===== config.mk =====
export PLATFORM = sky130hd
export DESIGN_NAME = spi_pixel_sync
export DESIGN_NICKNAME = d
export VERILOG_FILES = /design/src/rtl/spi_display_pkg.sv /design/src/rtl/pixel_fifo.sv /design/src/rtl/spi_pixel_sync.sv
export SDC_FILE = /design/constraint.sdc
export NUM_CORES = 1
export LEC_CHECK = 0
export ABC_AREA = 1
export ABC_CLOCK_PERIOD_IN_PS = 5800
export BUFFER_PORTS_ARGS = -buffer_cell sky130_fd_sc_hd__clkbuf_2
export CAP_MARGIN = 20
export CORE_UTILIZATION = 55
export CTS_CLUSTER_SIZE = 12
export DETAILED_ROUTE_END_ITERATION = 12
export HOLD_SLACK_MARGIN = 0.03
export PLACE_DENSITY = 0.77
export SLEW_MARGIN = 5
export SYNTH_ARGS = -nofsm -noshare
export SYNTH_HDL_FRONTEND = slang
export SYNTH_SLANG_ARGS = --single-unit
export TNS_END_PERCENT = 100

===== constraint.sdc =====
create_clock -name clk -period 5.8 [get_ports clk]
set_clock_uncertainty 0.05 [all_clocks]
set_input_delay 0.29 -clock clk [delete_from_list [all_inputs] [get_ports clk]]
set_output_delay 0.29 -clock clk [all_outputs]
set_load 0.02 [all_outputs]

===== src/rtl/spi_display_pkg.sv =====
// Shared definitions for the SPI display front end.
//   - Default visible resolution (H_RES_DEF x V_RES_DEF)
//   - RGB565 field positions
//   - ILI9340 command opcodes
//   - clog2 helper for deriving address/pointer widths
package spi_display_pkg;

  localparam int unsigned H_RES_DEF = 1024;
  localparam int unsigned V_RES_DEF = 768;

  localparam int unsigned RGB_R_MSB = 15;
  localparam int unsigned RGB_R_LSB = 11;
  localparam int unsigned RGB_G_MSB = 10;
  localparam int unsigned RGB_G_LSB = 5;
  localparam int unsigned RGB_B_MSB = 4;
  localparam int unsigned RGB_B_LSB = 0;

  typedef enum logic [7:0] {
    CMD_DISPOFF = 8'h28,
    CMD_DISPON  = 8'h29,
    CMD_CASET   = 8'h2A,
    CMD_PASET   = 8'h2B,
    CMD_RAMWR   = 8'h2C
  } ili9340_cmd_e;

  // Smallest r with 2^r >= value (0 for value <= 1).
  function automatic int unsigned clog2(input int unsigned value);
    int unsigned r;
    r = 0;
    while ((64'd1 << r) < 64'(value)) r++;
    return r;
  endfunction

endpackage


===== src/rtl/pixel_fifo.sv =====
// Show-ahead FIFO used to buffer pixels in the clk domain.
// Ports:
//   clk, reset_n   clock, asynchronous active-low reset
//   push/push_data write request and data
//   accept         push was taken this cycle (not full, or full with a pop)
//   pop            read request; ignored while empty
//   head           current head entry (valid when !empty)
//   full, empty    occupancy flags
module pixel_fifo
  import spi_display_pkg::*;
#(
  parameter int unsigned WIDTH = 36,
  parameter int unsigned DEPTH = 8
) (
  input  logic             clk,
  input  logic             reset_n,
  input  logic             push,
  input  logic [WIDTH-1:0] push_data,
  output logic             accept,
  input  logic             pop,
  output logic [WIDTH-1:0] head,
  output logic             full,
  output logic             empty
);

  localparam int unsigned PW = clog2(DEPTH);
  localparam int unsigned CW = clog2(DEPTH + 1);

  logic [WIDTH-1:0] mem [DEPTH];
  logic [PW-1:0]    wr_ptr;
  logic [PW-1:0]    rd_ptr;
  logic [CW-1:0]    count;
  logic             pop_ok;

  assign empty  = (count == '0);
  assign full   = (count == CW'(DEPTH));
  assign pop_ok = pop && !empty;
  // A pop in the same cycle frees the slot, so a full FIFO still accepts.
  assign accept = push && (!full || pop_ok);
  assign head   = mem[rd_ptr];

  always_ff @(posedge clk) begin
    if (accept) mem[wr_ptr] <= push_data;
  end

  always_ff @(posedge clk or negedge reset_n) begin
    if (!reset_n) begin
      wr_ptr <= '0;
      rd_ptr <= '0;
      count  <= '0;
    end else begin
      if (accept) wr_ptr <= wr_ptr + PW'(1);
      if (pop_ok) rd_ptr <= rd_ptr + PW'(1);
      case ({accept, pop_ok})
        2'b10:   count <= count + CW'(1);
        2'b01:   count <= count - CW'(1);
        default: count <= count;
      endcase
    end
  end

endmodule


===== src/rtl/spi_pixel_sync.sv =====
// Moves per-pixel results (x, y, RGB565) from the spi_clk domain into clk
// via a toggle handshake, bounds-checks them, converts to a linear
// framebuffer address and queues them in a show-ahead FIFO.
// Ports:
//   clk, reset_n          system clock, asynchronous active-low reset
//   pix_toggle            spi_clk domain, inverts once per pixel
//   pix_x, pix_y, pix_data spi_clk domain pixel bus, held stable after toggle
//   out_valid/out_ready   FIFO head handshake
//   out_addr, out_data    head entry (zero while empty)
//   frame_done            one-cycle pulse after the last pixel is queued
//   overflow              sticky: pixel lost to a full FIFO
//   drop_count            saturating count of discarded pixels
//   clear_status          synchronous clear of overflow/drop_count
module spi_pixel_sync
  import spi_display_pkg::*;
#(
  parameter int unsigned WIDTH      = 16,
  parameter int unsigned H_RES      = H_RES_DEF,
  parameter int unsigned V_RES      = V_RES_DEF,
  parameter int unsigned ADDR_W     = 20,
  parameter int unsigned FIFO_DEPTH = 8
) (
  input  logic              clk,
  input  logic              reset_n,
  input  logic              pix_toggle,
  input  logic [WIDTH-1:0]  pix_x,
  input  logic [WIDTH-1:0]  pix_y,
  input  logic [15:0]       pix_data,
  output logic              out_valid,
  input  logic              out_ready,
  output logic [ADDR_W-1:0] out_addr,
  output logic [15:0]       out_data,
  output logic              frame_done,
  output logic              overflow,
  output logic [15:0]       drop_count,
  input  logic              clear_status
);

  localparam int unsigned EW = ADDR_W + 16;

  logic             sync0, sync1, sync_prev;
  logic [1:0]       arm_cnt;
  logic             armed, event_hit;
  logic             s1_valid;
  logic [WIDTH-1:0] s1_x, s1_y;
  logic [15:0]      s1_data;
  logic [31:0]      lin;
  logic             in_range, push, accept, full, empty, pop;
  logic             drop, ovf_drop;
  logic [EW-1:0]    head;

  // sync_prev keeps following sync1 while disarmed, so a toggle level held
  // across reset is absorbed before events are enabled.
  assign armed     = (arm_cnt == 2'd3);
  assign event_hit = armed && (sync1 ^ sync_prev);

  always_ff @(posedge clk or negedge reset_n) begin
    if (!reset_n) begin
      sync0     <= 1'b0;
      sync1     <= 1'b0;
      sync_prev <= 1'b0;
      arm_cnt   <= '0;
      s1_valid  <= 1'b0;
      s1_x      <= '0;
      s1_y      <= '0;
      s1_data   <= '0;
    end else begin
      sync0     <= pix_toggle;
      sync1     <= sync0;
      sync_prev <= sync1;
      if (!armed) arm_cnt <= arm_cnt + 2'd1;
      s1_valid  <= event_hit;
      if (event_hit) begin
        s1_x    <= pix_x;
        s1_y    <= pix_y;
        s1_data <= pix_data;
      end
    end
  end

  assign in_range = (32'(s1_x) < H_RES) && (32'(s1_y) < V_RES);
  assign lin      = 32'(s1_y) * H_RES + 32'(s1_x);
  assign push     = s1_valid && in_range;
  assign pop      = out_ready && !empty;
  assign ovf_drop = push && !accept;
  assign drop     = (s1_valid && !in_range) || ovf_drop;

  pixel_fifo #(
    .WIDTH (EW),
    .DEPTH (FIFO_DEPTH)
  ) u_fifo (
    .clk       (clk),
    .reset_n   (reset_n),
    .push      (push),
    .push_data ({lin[ADDR_W-1:0], s1_data}),
    .accept    (accept),
    .pop       (pop),
    .head      (head),
    .full      (full),
    .empty     (empty)
  );

  assign out_valid = !empty;
  assign out_addr  = out_valid ? head[EW-1:16] : '0;
  assign out_data  = out_valid ? head[15:0]    : '0;

  always_ff @(posedge clk or negedge reset_n) begin
    if (!reset_n) begin
      frame_done <= 1'b0;
      overflow   <= 1'b0;
      drop_count <= '0;
    end else begin
      frame_done <= accept && (lin == H_RES * V_RES - 1);
      if (clear_status) begin
        overflow   <= ovf_drop;
        drop_count <= drop ? 16'd1 : 16'd0;
      end else begin
        if (ovf_drop) overflow <= 1'b1;
        if (drop && drop_count != 16'hFFFF) drop_count <= drop_count + 16'd1;
      end
    end
  end

endmodule


# == Word level (Yosys, flattened, before mapping) ==
# Memories as Yosys holds them, arrays and structs flattened.
# Cells that the tools add are included.
# classes
n_addsub,7
mux,10
magnitude_cmp,2
n_reduce_logical,20
n_bitwise,1
eq_ne,6
# op_table
op,n
$mux W16,3
$add A26 B16 Y27,1
$eq A27 B20 Y1 const B,1
$mux W20,1
$add A16 B1 Y16 const B,1
$lt A16 B10 Y1 const B,1
$lt A16 B11 Y1 const B,1
$ne A16 B16 Y1 const B,1
$logic_and A1 B1 Y1,10
$pmux W4 S2,1
$add A3 B1 Y3 const B,2
$reduce_bool A2 Y1,3
$mux W1,5
$add A4 B1 Y4 const B,1
$eq A2 B2 Y1 const B,2
$eq A4 B4 Y1 const B,1
$logic_not A1 Y1,4
$logic_not A4 Y1,1
$sub A4 B1 Y4 const B,1
$add A2 B1 Y2 const B,1
$eq A2 B1 Y1 const B,1
$logic_or A1 B1 Y1,2
$xor A1 B1 Y1,1
# word_totals
n_memories,1
ramBits,288
out_inout_bits,55
reg_bits,82
wordCells,61
# memory_table
memory,depth,width,rd,rd_clocked_by_memory_dff,write_ports,line,text
u_fifo.mem,8,36,1,0,1,pixel_fifo.sv:29,logic [WIDTH-1:0] mem [DEPTH];

# == Longest topological paths before layout ==
# Gate-level depths: netlist of run 1.
# depth
depth_word,12
mapped_depth,15
mapped_depth_nobuf,15

# == By module ==
# From an unflattened synthesis of run 1, not the netlist that was laid out.
# unflattened
hier_cells,1472
hier_area_um2,15989.1
# by_module_without_submodules
module,area_per_inst_um2,seq_area_each_um2,instances,cells_each
pixel_fifo,11843.9,8898.5,1,887
spi_pixel_sync,4145.2,1801.7,1,585

# == Worst setup path before layout of run 1 ==
# Ideal clock, no wire load.
# synth_timing
path_kind,register -> register
from,register s1_x[12]
to,"memory u_fifo.mem[2][0], enable pin"
setup_ps,474
slack_ps,1668
arrival_ps,3608
synth_period_minus_slack_ps,4132
required_ps,5276
path_stages_with_launch,7
path_buffers,0
cell_sequence,dfrtp_1 > nor2_1 > nand2_1 > nor2_1 > nand4_1 > or2_2 > nor3_1
# synth_via
elab_chain_len,6
# synth_lines
element,line,text
from (decl),spi_pixel_sync.sv:45,"logic [WIDTH-1:0] s1_x, s1_y;"
from (signal assigned),spi_pixel_sync.sv:74,s1_x <= pix_x;
$lt A16 B11 Y1,spi_pixel_sync.sv:81,assign in_range = (32'(s1_x) < H_RES) && (32'(s1_y) < V_RES);
$logic_and A1 B1 Y1,spi_pixel_sync.sv:81,
$logic_and A1 B1 Y1,spi_pixel_sync.sv:83,assign push = s1_valid && in_range;
$logic_and A1 B1 Y1,pixel_fifo.sv:39,assign accept = push && (!full || pop_ok);
$mux W1,pixel_fifo.sv:43,if (accept) mem[wr_ptr] <= push_data;
$mux W1 (implied by the code),pixel_fifo.sv:43,
to (decl),pixel_fifo.sv:29,
# Every way passes these cells.

# == Final worst setup path of run 1 ==
# layout_timing
from,register u_fifo.rd_ptr[0]
to,output out_data[3]
# layout_via
elab_chain_len,2
# layout_lines
element,line,text
from (decl),pixel_fifo.sv:31,logic [PW-1:0] rd_ptr;
from (signal assigned),pixel_fifo.sv:53,if (pop_ok) rd_ptr <= rd_ptr + PW'(1);
$mem_v2 Z8 W36,n/a,
$mux W16,spi_pixel_sync.sv:105,assign out_data = out_valid ? head[15:0] : '0;
to (decl),spi_pixel_sync.sv:32,"output logic [15:0] out_data,"
# Every way passes these cells.

==> results of run 1 <==
cell type report:
cell class	count	area (um^2)	area share
sequential	370	10700	0.595
clock buffer	61	1110	0.0618
timing repair buffer	181	1240	0.0689
inverter	50	189	0.0105
multi-input combinational	890	4220	0.235
clock inverter	8	61.3	0.00341
tap	372	465	0.0259
metal layers:
layer | vias up | global-route usage | part of all wire
li1 | 5098 | - | -
met1 | 5330 | 0.332 | 0.41
met2 | 449 | 0.438 | 0.50
met3 | 59 | 0.0471 | 0.072
met4 | 0 | 0.0901 | 0.023
met5 | - | 0 | 0
worst max-delay path: cells and delay by family (launching register included):
| family | cells | cell delay [ns] |
|---|---|---|
| buffers and inverters | 3 | 1.68 |
| flip-flops | 1 | 0.67 |
| AO/OA/AOI/OAI | 4 | 0.72 |
Yosys cell counts, types with 5 or more instances:
cell        n  area, um^2
nor2_1    265         995
buf_2      12        60.1
o21ai_1    13        65.1
o21ai_0   184         921
nand4_1     8        50.1
dfrtp_1    82        2050
buf_4       5        37.5
a31oi_1    37         231
inv_1      47         176
clkbuf_1   50         188
nand2_1   243         912
ha_1       12         150
nor3_1      8        40.0
xor2_1     17         149
nand3_1    45         225
edfxtp_1  288        8650
o22ai_1    36         225
per-stage QoR:
stage	util	instances	instance area, um^2	power [W]	setup WS, ns
2_1_floorplan	-	1382	15400	0.00488	1.67
3_3_place_gp	0.599	1812	16300	0.00556	2.59
3_5_place_dp	0.599	1812	16300	0.00565	2.47
4_1_cts	0.661	1931	18000	0.00799	1.85
5_1_grt	0.662	1932	18000	0.00837	1.54
6_report	0.662	1932	18000	0.00798	1.83
where the power goes:
| part | switching, W | internal [W] |
|---|---|---|
| registers | 0.000132 | 0.00301 |
| clock network | 0.000951 | 0.00136 |
| logic | 0.00176 | 0.000768 |
timing repair:
| item | in CTS | in global routing |
|---|---|---|
| endpoints found under the hold margin | 68 | 0 |
| hold buffers | 50 | 0 |
| setup buffers | 0 | 0 |
how the worst min path moves through the flow:
stage / start / endpoint / slack, ns / cells after the start
final: out_ready / u_fifo.rd_ptr[0] / 0.07 / 3
after global routing: out_ready / u_fifo.rd_ptr[0] / 0.09 / 3
after CTS: out_ready / u_fifo.rd_ptr[0] / 0.05 / 3
after detailed placement: reset_n / drop_count[10] / 0.17 / 1
after global placement: reset_n / drop_count[11] / 0.16 / 1
after floorplan: reset_n / arm_cnt[0] / -0.06 / 0
registers in the layout, indices dropped and copies added, names as in the netlist:
name	cells
s1_x	16
overflow	1
drop_count	16
s1_valid	1
s1_data	16
s1_y	16
frame_done	1
u_fifo.rd_ptr	3
arm_cnt	2
u_fifo.count	4
u_fifo.wr_ptr	3
u_fifo.mem	288
sync0	1
sync_prev	1
sync1	1
logic make-up after synthesis:
kind of cell,share of synthesized area
AOI/OAI and AO/OA,0.0954
xor gates and xnor gates,0.0114
adders and majority gates,0.0124
buffers and inverters,0.0330
DFF,0.696
muxes,0.000732
and+or+nand+nor,0.151
==> results.json, run 1 <==
{
  "p_leak_nw": 6.98,
  "fin_nets": 1599,
  "r2r_slack_ns": 2.81,
  "cts_buffers": 39,
  "fillCellCount": 2039,
  "setup_viol": 0,
  "hold_viol_final": 0,
  "overflow": 0,
  "path_cells": "clkinv_2, buf_4, o21ai_0, o22ai_1, o21ai_0, a31oi_1, clkbuf_2",
  "cts_buffer_depth": 3,
  "synth_edf_count": 288,
  "diodes": 0,
  "synth-main-ff-cell": "edfxtp_1",
  "routed_wl_mm": 36.0,
  "drv_slew": 0,
  "drc_errors": 0,
  "fmax_mhz": 252,
  "max_stage_delay_ns": 0.81,
  "die_h_um": 169,
  "cts.clk_slew.worst_paths_ns": 0.06,
  "syn_nets": 1449,
  "status": "complete, no violations",
  "syn-cell-area_um2": 15400,
  "crit_fanout": 74,
  "ys_warn_count": 0,
  "cp-end-kind": "primary output",
  "drtAntennaViolNets": 0,
  "power_density_nw_per_um2": 444,
  "tritoncts": "yes",
  "ys_ff_latch": 370,
  "die_area_um2": 28600,
  "worstSetupStartpointType": "flip-flop",
  "clkSinkCount": 370,
  "worstSkewPairLatency_ns": 0.53,
  "hold_class": "input port to flip-flop",
  "io_pins": 108,
  "via_per_inst": 5.66,
  "path_class": "flip-flop to primary output",
  "crit_start": "u_fifo.rd_ptr[0]",
  "drive_gt1_frac": 0.131,
  "rsz0062_at_grt": "false",
  "num_rows": 60,
  "grt_pass1_wl_mm": 56.2,
  "coreArea_um2": 27200,
  "min_period_ns": 3.97,
  "post-route-period-util": 0.685,
  "io_buffers": 107,
  "htreeDepth": 2,
  "relSlewSlack": 0.391,
  "cp_common_cell": "o21ai_0",
  "slowest_stage": "clkinv_2",
  "grt.total_usage": 0.257,
  "hpwl_mm": 20.1,
  "place.gp.congestion": 0.877,
  "final_cell_mix": "edfxtp_1 (288), nor2_1 (264), nand2_1 (243)",
  "cts_root_buf": "clkbuf_16",
  "synth_cells": 1382,
  "syn_to_final_growth_pct": 17.0,
  "holdWs_ns": 0.0682,
  "tns_ns": 0,
  "worst_pin_slew_ns": 0.912,
  "grt_antenna_before_repair": 0,
  "chipWidth_um": 169,
  "firstDrtPassIters": 5,
  "grt_max_degree": 113,
  "rr_endpoint": "u_fifo.mem[1][25]",
  "initial_utilization": 0.566,
  "cts_resized": 0,
  "drt_iter0_drc": 978,
  "drv_cap": 0,
  "arrival_ns": 3.63,
  "required_ns": 5.46,
  "worstReg2RegStart": "s1_x[14]",
  "synth_cell_types": 32,
  "avgSynthCellArea_um2": 11.1,
  "grt_pass1_vias": 10713,
  "vias": 10936,
  "worst_ir_drop_vdd_mv": 0.318,
  "routedWlPerCell_um": 18.6,
  "ys_seq_area_frac": 0.696,
  "layout_commonest_cell": "edfxtp_1",
  "crit_path_end": "out_data[3]",
  "async_reset_ff_frac": 0.222,
  "reg2reg_depth": 8
}
Note: power is estimated with default switching activity, not from simulation.
==> inputs of run 2 (changes only) <==
Settings changed: ABC_CLOCK_PERIOD_IN_PS 5800 to 4000.
Clock period 5.8 ns to 4 ns, I/O delays scaled along.
==> run 2 against run 1 <==
Compared with the run above:
- first-iteration DRC count is 13% higher
- clock-buffer cell count decreased by 1
- clock power up 52%
- routed wire length shrank 1.4%
- critical path type unchanged
- largest cell class unchanged
- largest power group unchanged
==> results.json, run 2 (synthesized netlist as in run 1, its figures left out) <==
{
  "coreArea_um2": 27200,
  "tns_ns": 0,
  "drc_errors": 0,
  "hold_depth": 3,
  "path_class": "flip-flop to primary output",
  "drv_slew": 0,
  "hold_buffers": 51,
  "routedWlPerCell_um": 18.3,
  "die_area_um2": 28600,
  "syn_to_final_growth_pct": 18.0,
  "clkSinkCount": 370,
  "die_h_um": 169,
  "cts.clk_slew.worst_paths_ns": 0.06,
  "hpwl_mm": 20.4,
  "fin_nets": 1604,
  "worstSetupStartpointType": "flip-flop",
  "finish.utilization": 0.667,
  "arrival_ns": 3.00,
  "min_to": "drop_count[0]",
  "grt.total_usage": 0.256,
  "io_pins": 108,
  "hold_class": "input port to flip-flop",
  "cp_common_cell": "o21ai_0",
  "cts_buffer_depth": 3,
  "firstDrtPassIters": 6,
  "grt_pass1_vias": 11202,
  "p_leak_nw": 7.06,
  "path_cells": "inv_2, buf_4, o21ai_0, o22ai_1, o21ai_0, a31oi_1, clkbuf_2",
  "cts_buffers": 40,
  "hold_viol_final": 0,
  "regMostFlops": "u_fifo.mem",
  "place.gp.congestion": 0.892,
  "vias": 10949,
  "setup_viol": 0,
  "fmax_mhz": 308,
  "worstReg2RegStart": "s1_x[12]",
  "initial_utilization": 0.566,
  "post-route-period-util": 0.812,
  "power_density_nw_per_um2": 647,
  "grt_antenna_before_repair": 0,
  "place_worst_setup_slack_ns": 1.40,
  "rr_endpoint": "u_fifo.mem[1][7]",
  "reg2reg_depth": 8,
  "worstSkewPairLatency_ns": 0.53,
  "max_stage_delay_ns": 0.63,
  "largest_reg_flops": 288,
  "tritoncts": "yes",
  "power_w": 0.0117,
  "holdCritStartpoint": "clear_status",
  "layout_commonest_cell": "edfxtp_1",
  "diodes": 0,
  "grt_max_degree": 146,
  "slowest_stage": "dfrtp_2",
  "worst_ir_drop_vdd_mv": 0.370,
  "num_rows": 60,
  "drv_cap": 0,
  "htreeDepth": 2,
  "routed_wl_mm": 35.5,
  "post_cts_buffers": 0,
  "cp-end-kind": "primary output",
  "min_period_ns": 3.25,
  "holdWs_ns": 0.0665,
  "cts_root_buf": "clkbuf_16",
  "drive_gt1_frac": 0.137,
  "crit_fanout": 30,
  "rsz0062_at_grt": "false",
  "drt_iter0_drc": 1102,
  "r2r_slack_ns": 1.43,
  "via_per_inst": 5.65,
  "crit_start": "u_fifo.rd_ptr[1]",
  "cts_resized": 0,
  "status": "complete, no violations",
  "io_buffers": 107,
  "worst_pin_slew_ns": 0.712,
  "chipWidth_um": 169,
  "grt_pass1_wl_mm": 56.6,
  "relSlewSlack": 0.525,
  "final_cell_mix": "edfxtp_1 (288), nor2_1 (264), nand2_1 (243)",
  "drtAntennaViolNets": 0,
  "required_ns": 3.75,
  "setup_slack_ns": 0.750,
  "overflow": 0
}
## run 2: layer usage
| metal | share of wire | routed length [um] | GRT usage |
|---|---|---|---|
| met1 | 0.41 | 14600 | 0.336 |
| met2 | 0.50 | 17700 | 0.435 |
| met3 | 0.068 | 2410 | 0.0396 |
| met4 | 0.024 | 836 | 0.0889 |
| met5 | 0 | 0 | 0 |
## run 2: worst max-delay path by stage
stage	endpoint	cells past startpoint
4_1_cts	out_addr[15]	7
2_1_floorplan	u_fifo.mem[2][0]	6
6_report	out_addr[15]	7
3_3_place_gp	out_addr[15]	7
5_1_grt	out_addr[15]	7
3_5_place_dp	out_addr[19]	7
## run 2: area by class of cell
| type | count | area (um^2) |
|---|---|---|
| multi-input cells | 890 | 4240 |
| clock inverters | 12 | 121 |
| repair buffers | 185 | 1290 |
| fillers | 1977 | 9040 |
| clock buffers | 60 | 1130 |
| well taps | 372 | 465 |
| inverters | 50 | 189 |
| flip-flops and latches | 370 | 10700 |
## run 2: report_power, final
part	switching (W)	internal (W)
Clock	0.00143	0.00208
Combinational	0.00254	0.00112
Sequential	0.000192	0.00436
## run 2: critical path: cells and delay by family (launching register included)
| kind | cells | cell delay [ns] |
|---|---|---|
| flip-flops | 1 | 0.63 |
| AO/OA/AOI/OAI | 4 | 0.79 |
| buffers and inverters | 3 | 1.03 |
## run 2: metrics by stage
| stage | cells | instance area [um^2] |
|---|---|---|
| after floorplan | 1382 | 15400 |
| after global placement | 1816 | 16400 |
| after detailed placement | 1816 | 16400 |
| after CTS | 1939 | 18100 |
| after global routing | 1939 | 18100 |
| final | 1939 | 18100 |
